$ cat src/rtl/rf_wb_sched.sv
// Write-back scheduler and pending-write scoreboard for the 32-entry integer register file.
// Optional macro RF_WB_FIXED_PRIO_EN replaces round-robin arbitration with fixed priority 0 > 1 > 2.
module rf_wb_sched #(
  parameter int ADDR_W = 64,
  parameter int N_REQ  = 3
) (
  input  logic                    i_clk,
  input  logic                    i_rst_n,
  input  logic                    i_issue_valid,
  input  logic [4:0]              i_issue_rs1,
  input  logic [4:0]              i_issue_rs2,
  input  logic [4:0]              i_issue_rd,
  input  logic                    i_issue_wen,
  output logic                    o_issue_stall,
  input  logic [N_REQ-1:0]        i_wb_valid,
  input  logic [5*N_REQ-1:0]      i_wb_rd,
  input  logic [ADDR_W*N_REQ-1:0] i_wb_data,
  output logic [N_REQ-1:0]        o_wb_ready,
  output logic [4:0]              o_write_reg,
  output logic [ADDR_W-1:0]       o_writedata,
  output logic                    o_writedatasignal,
  output logic [31:0]             o_busy_vec,
  output logic                    o_err_spurious
);

  logic [31:0]       busy_q, busy_d;
  logic [4:0]        write_reg_q;
  logic [ADDR_W-1:0] writedata_q;
  logic              wen_q;
  logic              err_q;
  logic [N_REQ-1:0]  grant;
  logic              hs;
  logic [4:0]        sel_rd;
  logic [ADDR_W-1:0] sel_data;
  logic              issue_acc;

  // No bypass: a register committing this cycle still reads as busy.
  assign o_issue_stall = i_issue_valid &
                         (busy_q[i_issue_rs1] | busy_q[i_issue_rs2] | (i_issue_wen & busy_q[i_issue_rd]));
  assign issue_acc     = i_issue_valid & ~o_issue_stall & i_issue_wen & (i_issue_rd != 5'd0);

`ifdef RF_WB_FIXED_PRIO_EN
  always_comb begin
    grant = '0;
    if (i_wb_valid[0])      grant[0] = 1'b1;
    else if (i_wb_valid[1]) grant[1] = 1'b1;
    else if (i_wb_valid[2]) grant[2] = 1'b1;
  end
`else
  logic [1:0] ptr_q, ptr_d;

  function automatic logic [N_REQ-1:0] rr_pick(input logic [N_REQ-1:0] v, input logic [1:0] p);
    logic [N_REQ-1:0] r;
    r = '0;
    case (p)
      2'd1: begin
        if (v[1])      r[1] = 1'b1;
        else if (v[2]) r[2] = 1'b1;
        else if (v[0]) r[0] = 1'b1;
      end
      2'd2: begin
        if (v[2])      r[2] = 1'b1;
        else if (v[0]) r[0] = 1'b1;
        else if (v[1]) r[1] = 1'b1;
      end
      default: begin
        if (v[0])      r[0] = 1'b1;
        else if (v[1]) r[1] = 1'b1;
        else if (v[2]) r[2] = 1'b1;
      end
    endcase
    return r;
  endfunction

  assign grant = rr_pick(i_wb_valid, ptr_q);

  always_comb begin
    ptr_d = ptr_q;
    if (grant[0]) ptr_d = 2'd1;
    if (grant[1]) ptr_d = 2'd2;
    if (grant[2]) ptr_d = 2'd0;
  end

  always_ff @(posedge i_clk or negedge i_rst_n) begin
    if (!i_rst_n) ptr_q <= 2'd0;
    else          ptr_q <= ptr_d;
  end
`endif

  assign hs = |grant;

  always_comb begin
    sel_rd   = '0;
    sel_data = '0;
    for (int k = 0; k < N_REQ; k++) begin
      if (grant[k]) begin
        sel_rd   = i_wb_rd[5*k +: 5];
        sel_data = i_wb_data[ADDR_W*k +: ADDR_W];
      end
    end
  end

  // Set is applied after clear so a same-edge reissue keeps the register busy.
  always_comb begin
    busy_d = busy_q;
    if (wen_q)     busy_d[write_reg_q] = 1'b0;
    if (issue_acc) busy_d[i_issue_rd]  = 1'b1;
    busy_d[0] = 1'b0;
  end

  always_ff @(posedge i_clk or negedge i_rst_n) begin
    if (!i_rst_n) begin
      busy_q      <= '0;
      write_reg_q <= '0;
      writedata_q <= '0;
      wen_q       <= 1'b0;
      err_q       <= 1'b0;
    end else begin
      busy_q <= busy_d;
      wen_q  <= hs & (sel_rd != 5'd0);
      if (hs) begin
        write_reg_q <= sel_rd;
        writedata_q <= sel_data;
      end
      if (hs && (sel_rd != 5'd0) && !busy_q[sel_rd]) err_q <= 1'b1;
    end
  end

  assign o_wb_ready        = grant;
  assign o_write_reg       = write_reg_q;
  assign o_writedata       = writedata_q;
  assign o_writedatasignal = wen_q;
  assign o_busy_vec        = busy_q;
  assign o_err_spurious    = err_q;

endmodule

$ cat config.mk
export PLATFORM = sky130hd
export DESIGN_NAME = rf_wb_sched
export DESIGN_NICKNAME = d
export VERILOG_FILES = /design/src/rtl/rf_wb_sched.sv
export SDC_FILE = /design/constraint.sdc
export NUM_CORES = 1
export LEC_CHECK = 0
export CAP_MARGIN = 20
export CORE_MARGIN = 3
export CORE_UTILIZATION = 31
export CTS_CLUSTER_SIZE = 10
export DETAILED_ROUTE_END_ITERATION = 7
export GPL_TIMING_DRIVEN = 1
export PLACE_DENSITY_LB_ADDON = 0.25
export SYNTH_ARGS = -nofsm -noshare
export SYNTH_HDL_FRONTEND = slang
export SYNTH_SLANG_ARGS = --single-unit
$ cat constraint.sdc
create_clock -name i_clk -period 5.07 [get_ports i_clk]
set_input_delay 1.2675 -clock i_clk [delete_from_list [all_inputs] [get_ports i_clk]]
set_output_delay 1.2675 -clock i_clk [all_outputs]
set_load 0.02 [all_outputs]
**Word-level counts from Yosys, hierarchy flattened**

Index checks and enable logic that the tools add are counted.

- Equality and inequality tests: 2
- Magnitude comparators: 7
- Mux-type cells: 33
- Reduce and logical (&&, ||, !) cells: 9
- Bitwise gates (word level): 12

Operator list:

| operator | number |
|---|---|
| 2-to-1 mux 64 bit | 3 |
| 2-to-1 mux 32 bit | 2 |
| bitwise AND 32 bit | 1 |
| inverter 32 bit | 1 |
| bitwise OR 32 bit | 1 |
| less-than comparator 5 x 6 -> 1 bit, second input constant | 5 |
| binary-select mux 1 bit (select 5 bit) | 4 |
| 2-to-1 mux 5 bit | 3 |
| 2-to-1 mux 1 bit | 13 |
| demux 1 bit (select 5 bit) | 2 |
| greater-or-equal comparator 5 x 1 -> 1 bit, second input constant | 2 |
| 2-to-1 mux 2 bit | 5 |
| nonzero test 5 bit | 2 |
| bitwise AND 1 bit | 6 |
| one-hot mux 3 bit (2 select lines) | 1 |
| logical AND 1 bit | 4 |
| nonzero test 3 bit | 1 |
| OR reduction 3 bit | 1 |
| == test 2 x 1 -> 1 bit, second input constant | 1 |
| == test 2 bit, second input constant | 1 |
| bitwise OR 1 bit | 2 |
| logical NOT 1 bit | 1 |
| inverter 1 bit | 1 |

- Register bits: 104
- Logic and storage cells: 69
- Input port bits: 229

**Longest topological paths before layout**

Gate-level depths: netlist (run 1).

- Depth in word-level cells: 11
- Depth in mapped cells: 12
- Gate-level depth less buffers: 11

**Worst setup path after synthesis (run 1)**

OpenSTA, ideal clock, no wires.

- Path type: input to output
- From: input i_issue_rs2[1]
- To: output o_issue_stall
- Path slack: 0.870 ns
- Cell stages on the path: 8
- Data arrival time: 2.933 ns
- Data required time: 3.803 ns
- Buffers on the path: 1
- Cells stage by stage: clkbuf_1 mux2_2 nand2_1 o21ai_0 mux4_2 mux2i_1 and3_2 nor2b_1

- Cells in the longest elaborated chain, start to end: 5

RTL lines:

| item | line | source |
|---|---|---|
| start, declared | 11 | `input logic [4:0] i_issue_rs2,` |
| binary-select mux 1 bit (select 5 bit) | 39 | `(busy_q[i_issue_rs1] \| busy_q[i_issue_rs2] \| (i_issue_wen & busy_q[i_issue_rd]));` |
| 2-to-1 mux 1 bit (implied by the code) | 39 |  |
| bitwise OR 1 bit (2 in a row) | 39 |  |
| bitwise AND 1 bit | 38 | `assign o_issue_stall = i_issue_valid &` |
| end, declared | 14 | `output logic o_issue_stall,` |

Every way passes these cells. The select of a mux whose other input is x is not followed.

**Worst setup path after layout (run 1)**

- From: input i_issue_rd[1]
- To: output o_issue_stall

- Cells in the longest elaborated chain, start to end: 5

RTL lines:

| item | line | source |
|---|---|---|
| start, declared | 12 | `input logic [4:0] i_issue_rd,` |
| binary-select mux 1 bit (select 5 bit) | 39 |  |
| 2-to-1 mux 1 bit (implied by the code) | 39 |  |
| bitwise AND 1 bit | 39 |  |
| bitwise OR 1 bit | 39 |  |
| bitwise AND 1 bit | 38 |  |

Every way passes these cells. The select of a mux whose other input is x is not followed.

==> flow_metrics.env, run 1 <==
export IMPL_outcome="finished with violations"
export IMPL_violations="design-rule violations"
export IMPL_dr_pass1_iters=8
export IMPL_worstPathArrival_ns=3.61
export IMPL_yosysTopAreaCell="dfrtp_1"
export IMPL_htreeDepth=3
export IMPL_fp_row_count=50
export IMPL_setup_viol=0
export IMPL_die_h_um=147.1
export IMPL_synth_cells=636
export IMPL_tightest_slew_ns=1.026
export IMPL_vdd_ir_drop_max_mv=0.3128
export IMPL_finalCritPeriodShare=0.9619
export IMPL_cts_sinks=104
export IMPL_routed_wl_mm=26.51
export IMPL_tns_ns=0
export IMPL_crit_path_end_kind="output pin"
export IMPL_grt_pass1_vias=6619
export IMPL_ys_seq_elements=104
export IMPL_diodes=0
export IMPL_design_area_sq_um=10170
export IMPL_start_util=0.3224
export IMPL_fill_cells=1768
export IMPL_pwr_share_seq=0.276
export IMPL_vias_per_cell=5.586
export IMPL_ys_types=70
export IMPL_clockBufferDepth=2
export IMPL_power_density_nw_per_um2=638.7
export IMPL_clock_power_share=0.114
export IMPL_power_leakage_nw=3.876
export IMPL_cts_setup_buffers=0
export IMPL_async_reset_ff_frac=1.000
export IMPL_grt_overflow_total=0
export IMPL_comb_power_share=0.610
export IMPL_final_cell_mix="clkdlybuf4s50_1 (332), dfrtp_1 (104), o21ai_0 (95), a21oi_1 (72), nor2_1 (69)"
export IMPL_hpwlAfterDp_mm=19.88
export IMPL_num_vias=6798
export IMPL_grt_setup_unrepaired="false"
export IMPL_fin_ws_ns=0.1932
export IMPL_multi_input_area_sq_um=3328
export IMPL_ioPinCount=336
export IMPL_drtIter0Drc=637
export IMPL_worst_path_max_fanout=5
export IMPL_synth_area_leaders="dfrtp_1 (42%), mux4_2 (8.8%), o21ai_0 (7.7%), a21oi_1 (5.8%), a222oi_1 (5.4%)"
export IMPL_seq_area_sq_um=2603
export IMPL_grt_util_all_layers=0.2345
export IMPL_path_clk_slew_ns=0.07
export IMPL_die_area_sq_um=21640
export IMPL_crit_required_ns=3.80
export IMPL_path_class="in2out"
export IMPL_fmax_mhz=205.1
export IMPL_synth_area_sq_um=6172
export IMPL_cts_tree="done"
export IMPL_min_period_ns=4.877
export IMPL_avgSynthCellArea_sq_um=9.705
export IMPL_p_switching_w=0.003040
export IMPL_intPower_w=0.003454
export IMPL_ant_nets=0
export IMPL_start_kind="input pin"
export IMPL_drv_cap=0
export IMPL_port_buffers=334
export IMPL_grt_start_max_net_pins=98
export IMPL_core_sq_um=19140
export IMPL_dieWidth_um=147.1
export IMPL_syn_num_nets=867
export IMPL_ys_warnings_count=0
export IMPL_synth_main_ff_cell="dfrtp_1"
export IMPL_fin_worst_skew_ns=0.01396
export IMPL_p_sw_frac=0.4681
export IMPL_grt_first_pass_wirelength_mm=39.45
export IMPL_ys_seq_area_frac=0.4217
export IMPL_antenna_found_initial=0
export IMPL_wl_per_cell_um=21.78
export IMPL_placed_area_sq_um=9856
export IMPL_timing_slew_headroom=0.3162
export IMPL_final_common_cell="clkdlybuf4s50_1"
export IMPL_synth_edf_count=0
export IMPL_hold_path_class="reg2reg"
export IMPL_hold_viol=0
export IMPL_clk_latency_ns=0.36
export IMPL_cts_root_buf="clkbuf_16"
export IMPL_nets=1183
export IMPL_syn_to_final_growth_pct=64.75
export IMPL_drc_errors=1
export IMPL_pre_cts_ws_ns=0.001838
export IMPL_drive_gt1_frac=0.1045
export IMPL_synth_top_area_frac=0.4217
export IMPL_routabilityCongestion=0.9302
export IMPL_finalMaxSlewViolations=0
export IMPL_cts_made_buffers=9
export IMPL_largest_reg_flops=64
## logic make-up after synthesis
| group | Yosys count | synth area share |
|---|---|---|
| muxes | 40 | 0.1170 |
| other | 1 | 0.0006076 |
| buffers and inverters | 67 | 0.04379 |
| and+or+nand+nor | 139 | 0.1131 |
| adders and majority gates | 2 | 0.004054 |
| DFF | 104 | 0.4217 |
| AOI/OAI and AO/OA | 283 | 0.2998 |
## through the flow
step / power, W / hold WS [ns] / cells / utilization
finish: 0.006494 / 0.5153 / 1217 / 0.5312
global placement: 0.005718 / 0.4981 / 1201 / 0.5148
CTS: 0.006513 / 0.5229 / 1217 / 0.5312
floorplan: 0.003928 / 0.4761 / 636 / -
global route: 0.006888 / 0.5345 / 1217 / 0.5312
detailed placement: 0.005757 / 0.5069 / 1201 / 0.5148
## final cells by class
type | instances | share of cell area
Clock buffer | 9 | 0.02215
Inverter | 17 | 0.006275
Clock inverter | 7 | 0.008736
Tap cell | 260 | 0.03199
Sequential cell | 104 | 0.2559
Multi-Input combinational cell | 465 | 0.3273
Timing Repair Buffer | 355 | 0.3476
## synth_stat cells, types with 3 or more instances
cell type  number
dfrtp_1       104
o21ai_0        95
a21oi_1        72
nor2_1         69
clkbuf_1       35
a222oi_1       33
a22oi_1        32
mux4_2         24
nand2_1        20
inv_1          15
o211ai_1       11
nand3b_1        9
mux2i_1         8
buf_1           7
buf_2           6
mux2_2          6
nor2b_1         6
nand3_1         5
a211oi_1        4
nand2b_1        4
or3b_2          4
o221ai_1        3
or2_2           3
or3_1           3
## power by group through the flow
stage / combinational, W / clock (W) / sequential [W]
6_report: 0.00396 / 0.000739 / 0.00179
5_1_grt: 0.00427 / 0.000795 / 0.00182
4_1_cts: 0.00398 / 0.000761 / 0.00177
3_5_place_dp: 0.00398 / 0 / 0.00178
3_3_place_gp: 0.00394 / 0 / 0.00177
2_1_floorplan: 0.00186 / 0 / 0.00206
## timing repair
item / in CTS / in global routing
hold buffers: 0 / 0
gates resized for setup: 1 / 0
setup endpoints to repair: 1 / 0
## path summary, 6_finish.rpt
kind	slack (ns)	from	cells after the start	to
setup / recovery	0.19	i_issue_rd[1]	9	o_issue_stall
hold / removal	0.52	ptr_q[1]	1	ptr_q[1]
setup reg to reg	2.12	ptr_q[0]	12	o_err_spurious
hold reg to reg	0.52	ptr_q[1]	1	ptr_q[1]
max in group asynchronous	3.27	i_rst_n	2	o_writedata[3]
min in group asynchronous	0.82	i_rst_n	1	o_writedata[48]
## critical path: stages
cell             delay [ns]
clkdlybuf4s50_1        0.59
buf_4                  0.18
mux2_2                 0.33
a22oi_1                0.21
o22ai_1                0.11
o41ai_1                0.33
and3_2                 0.24
nor2b_1                0.04
dlygate4sd2_1          0.31
## metal layers
layer,vias up,part of all wire,GRT usage,routed length [um]
li1,3088,-,-,-
met1,3238,0.38,0.2955,10090
met2,425,0.50,0.3993,13150
met3,47,0.10,0.06508,2647
met4,0,0.023,0.05965,621
met5,-,0,0,0
Power figures use the tool's default switching activity.
==> inputs of run 2 (changes only) <==
--- a/config.mk
+++ b/config.mk
@@ -6,6 +6,7 @@
 export NUM_CORES = 1
 export LEC_CHECK = 0
 export CAP_MARGIN = 20
+export CORE_ASPECT_RATIO = 0.9
 export CORE_MARGIN = 3
 export CORE_UTILIZATION = 31
 export CTS_CLUSTER_SIZE = 10
==> flow_metrics.env, run 2 (synthesis gave the netlist of run 1 again) <==
export IMPL_outcome="finished clean"
export IMPL_dieWidth_um=154.7
export IMPL_fmax_mhz=204.6
export IMPL_timing_slew_headroom=0.3369
export IMPL_setup_viol=0
export IMPL_cp_buffers_inverters=3
export IMPL_fin_ws_ns=0.1829
export IMPL_tns_ns=0
export IMPL_path_class="in2out"
export IMPL_cts_setup_buffers=0
export IMPL_clockBufferDepth=2
export IMPL_grt_use_met2=0.4021
export IMPL_hold_viol=0
export IMPL_drtIter0Drc=558
export IMPL_grt_start_max_net_pins=98
export IMPL_top_usage_layer="met2"
export IMPL_start_util=0.3192
export IMPL_slowest_delay_ns=0.52
export IMPL_hpwlAfterDp_mm=19.86
export IMPL_finalCritPeriodShare=0.9639
export IMPL_grt_first_pass_wirelength_mm=39.61
export IMPL_ant_nets=0
export IMPL_power_density_nw_per_um2=634.0
export IMPL_final_cell_mix="clkdlybuf4s50_1 (331), dfrtp_1 (104), o21ai_0 (95), a21oi_1 (72), nor2_1 (69)"
export IMPL_vias_per_cell=5.575
export IMPL_die_h_um=139.9
export IMPL_crit_required_ns=3.80
export IMPL_drv_cap=0
export IMPL_antenna_found_initial=0
export IMPL_p_total_w=0.006411
export IMPL_crit_path_end_kind="output pin"
export IMPL_cts_root_buf="clkbuf_16"
export IMPL_r2r_cells=10
export IMPL_worstReg2RegStart="ptr_q[0]"
export IMPL_grt_overflow_total=0
export IMPL_fin_worst_skew_ns=0.009671
export IMPL_clk_latency_ns=0.35
export IMPL_core_sq_um=19340
export IMPL_cp_top_family="buffers and inverters"
export IMPL_cts_made_buffers=9
export IMPL_wl_per_cell_um=21.85
export IMPL_grt_use_met3=0.06996
export IMPL_final_common_cell="clkdlybuf4s50_1"
export IMPL_vdd_ir_drop_max_mv=0.3613
export IMPL_hold_depth=2
export IMPL_holdCritStartpoint="o_writedata[6]"
export IMPL_ioPinCount=336
export IMPL_diodes=0
export IMPL_crit_chain="clkdlybuf4s50_1 > buf_4 > mux2_2 > a22oi_1 > o22ai_1 > o41ai_2 > and3_2 > nor2b_1 > dlygate4sd2_1"
export IMPL_htreeDepth=3
export IMPL_syn_to_final_growth_pct=63.84
export IMPL_routed_wl_mm=26.31
export IMPL_num_vias=6712
export IMPL_min_period_ns=4.887
export IMPL_cts_tree="done"
export IMPL_power_leakage_nw=3.859
export IMPL_final_core_util=0.5229
export IMPL_grt_setup_unrepaired="false"
export IMPL_cts_hold_buffers=0
export IMPL_drive_gt1_frac=0.1027
export IMPL_dr_pass1_iters=8
export IMPL_worst_path_max_fanout=9
export IMPL_finalMaxSlewViolations=0
export IMPL_fin_hold_ws_ns=0.5279
export IMPL_r2r_setup_slack_ns=1.87
export IMPL_start_kind="input pin"
export IMPL_timing_rr_end="o_err_spurious"
export IMPL_grt_util_all_layers=0.2361
export IMPL_gr_usage_met1=0.2950
export IMPL_cts_sinks=104
export IMPL_worstPathArrival_ns=3.62
export IMPL_pre_cts_ws_ns=-0.2024
export IMPL_die_area_sq_um=21640
export IMPL_largest_reg_flops=64
export IMPL_tightest_slew_ns=0.9946
export IMPL_drc_errors=0
export IMPL_nets=1180
export IMPL_fp_row_count=48
export IMPL_routabilityCongestion=0.9738
export IMPL_hold_path_class="reg2reg"
export IMPL_path_clk_slew_ns=0.07
export IMPL_grt_pass1_vias=6689
export IMPL_port_buffers=334
export IMPL_whs_endpoint="o_writedata[6]"
export IMPL_cpMaxStageDelayCell="clkdlybuf4s50_1"
## run 2: cell count changes in the layout (fill, tap and decap cells not counted), sizes merged
cell / previous run / this run
dlymetal6s2s: 0 / 1
bufinv: 1 / 0
clkdlybuf4s50: 332 / 331
buf: 22 / 19
clkinvlp: 1 / 2
## run 2: worst register-to-register path: cells and delay by family (launching register included)
| family | cells | cell delay (ns) |
|---|---|---|
| flops | 1 | 0.35 |
| fa+ha+maj | 1 | 0.36 |
| buf+inv | 1 | 0.06 |
| simple gates | 2 | 0.38 |
| compound gates | 6 | 1.91 |
## run 2: timing repair
action / CTS / global route
setup endpoints to repair: 1 / 1
gates cloned: 0 / 0
hold endpoints to repair: 0 / 0
pin swaps: 0 / 1
resized for setup: 2 / 2
## run 2: worst max path at each step
stage / end / cells after the start / slack, ns / from
after CTS: o_issue_stall / 8 / 0.11 / i_issue_rd[0]
after global routing: o_issue_stall / 9 / 0.03 / i_issue_rd[1]
after detailed placement: o_issue_stall / 8 / -0.20 / i_issue_rd[0]
final: o_issue_stall / 9 / 0.18 / i_issue_rd[1]
after global placement: o_issue_stall / 9 / -0.17 / i_issue_rd[0]
after floorplan: o_issue_stall / 8 / 0.87 / i_issue_rs2[1]
## run 2: final cells by class
class / count / area, sq um
fill: 1801 / 9226
inverter: 17 / 63.81
sequential: 104 / 2603
multi-input combinational: 465 / 3336
tap: 250 / 312.8
timing repair buffer: 352 / 3506
clock buffer: 9 / 225.2
clock inverter: 7 / 66.31
## run 2: metrics by stage
| step | std cells | instance area [sq um] |
|---|---|---|
| 2_1_floorplan | 636 | 6172 |
| 3_3_place_gp | 1188 | 9808 |
| 3_5_place_dp | 1188 | 9808 |
| 4_1_cts | 1204 | 10110 |
| 5_1_grt | 1204 | 10110 |
| 6_report | 1204 | 10110 |
## run 2: layer usage
layer  share of wire  wire (um)  vias up
met5               0          0        -
met4           0.021        558        0
met3           0.096       2532       40
met2            0.50      13110      354
met1            0.38      10110     3234
li1                -          -     3084
## run 2: where the power goes
| group | internal (W) | total, W | switching (W) |
|---|---|---|---|
| sequential | 0.00127 | 0.00179 | 0.000525 |
| combinational | 0.00177 | 0.00393 | 0.00216 |
| clock | 0.000343 | 0.000687 | 0.000344 |
| total | 0.00339 | 0.00641 | 0.00302 |
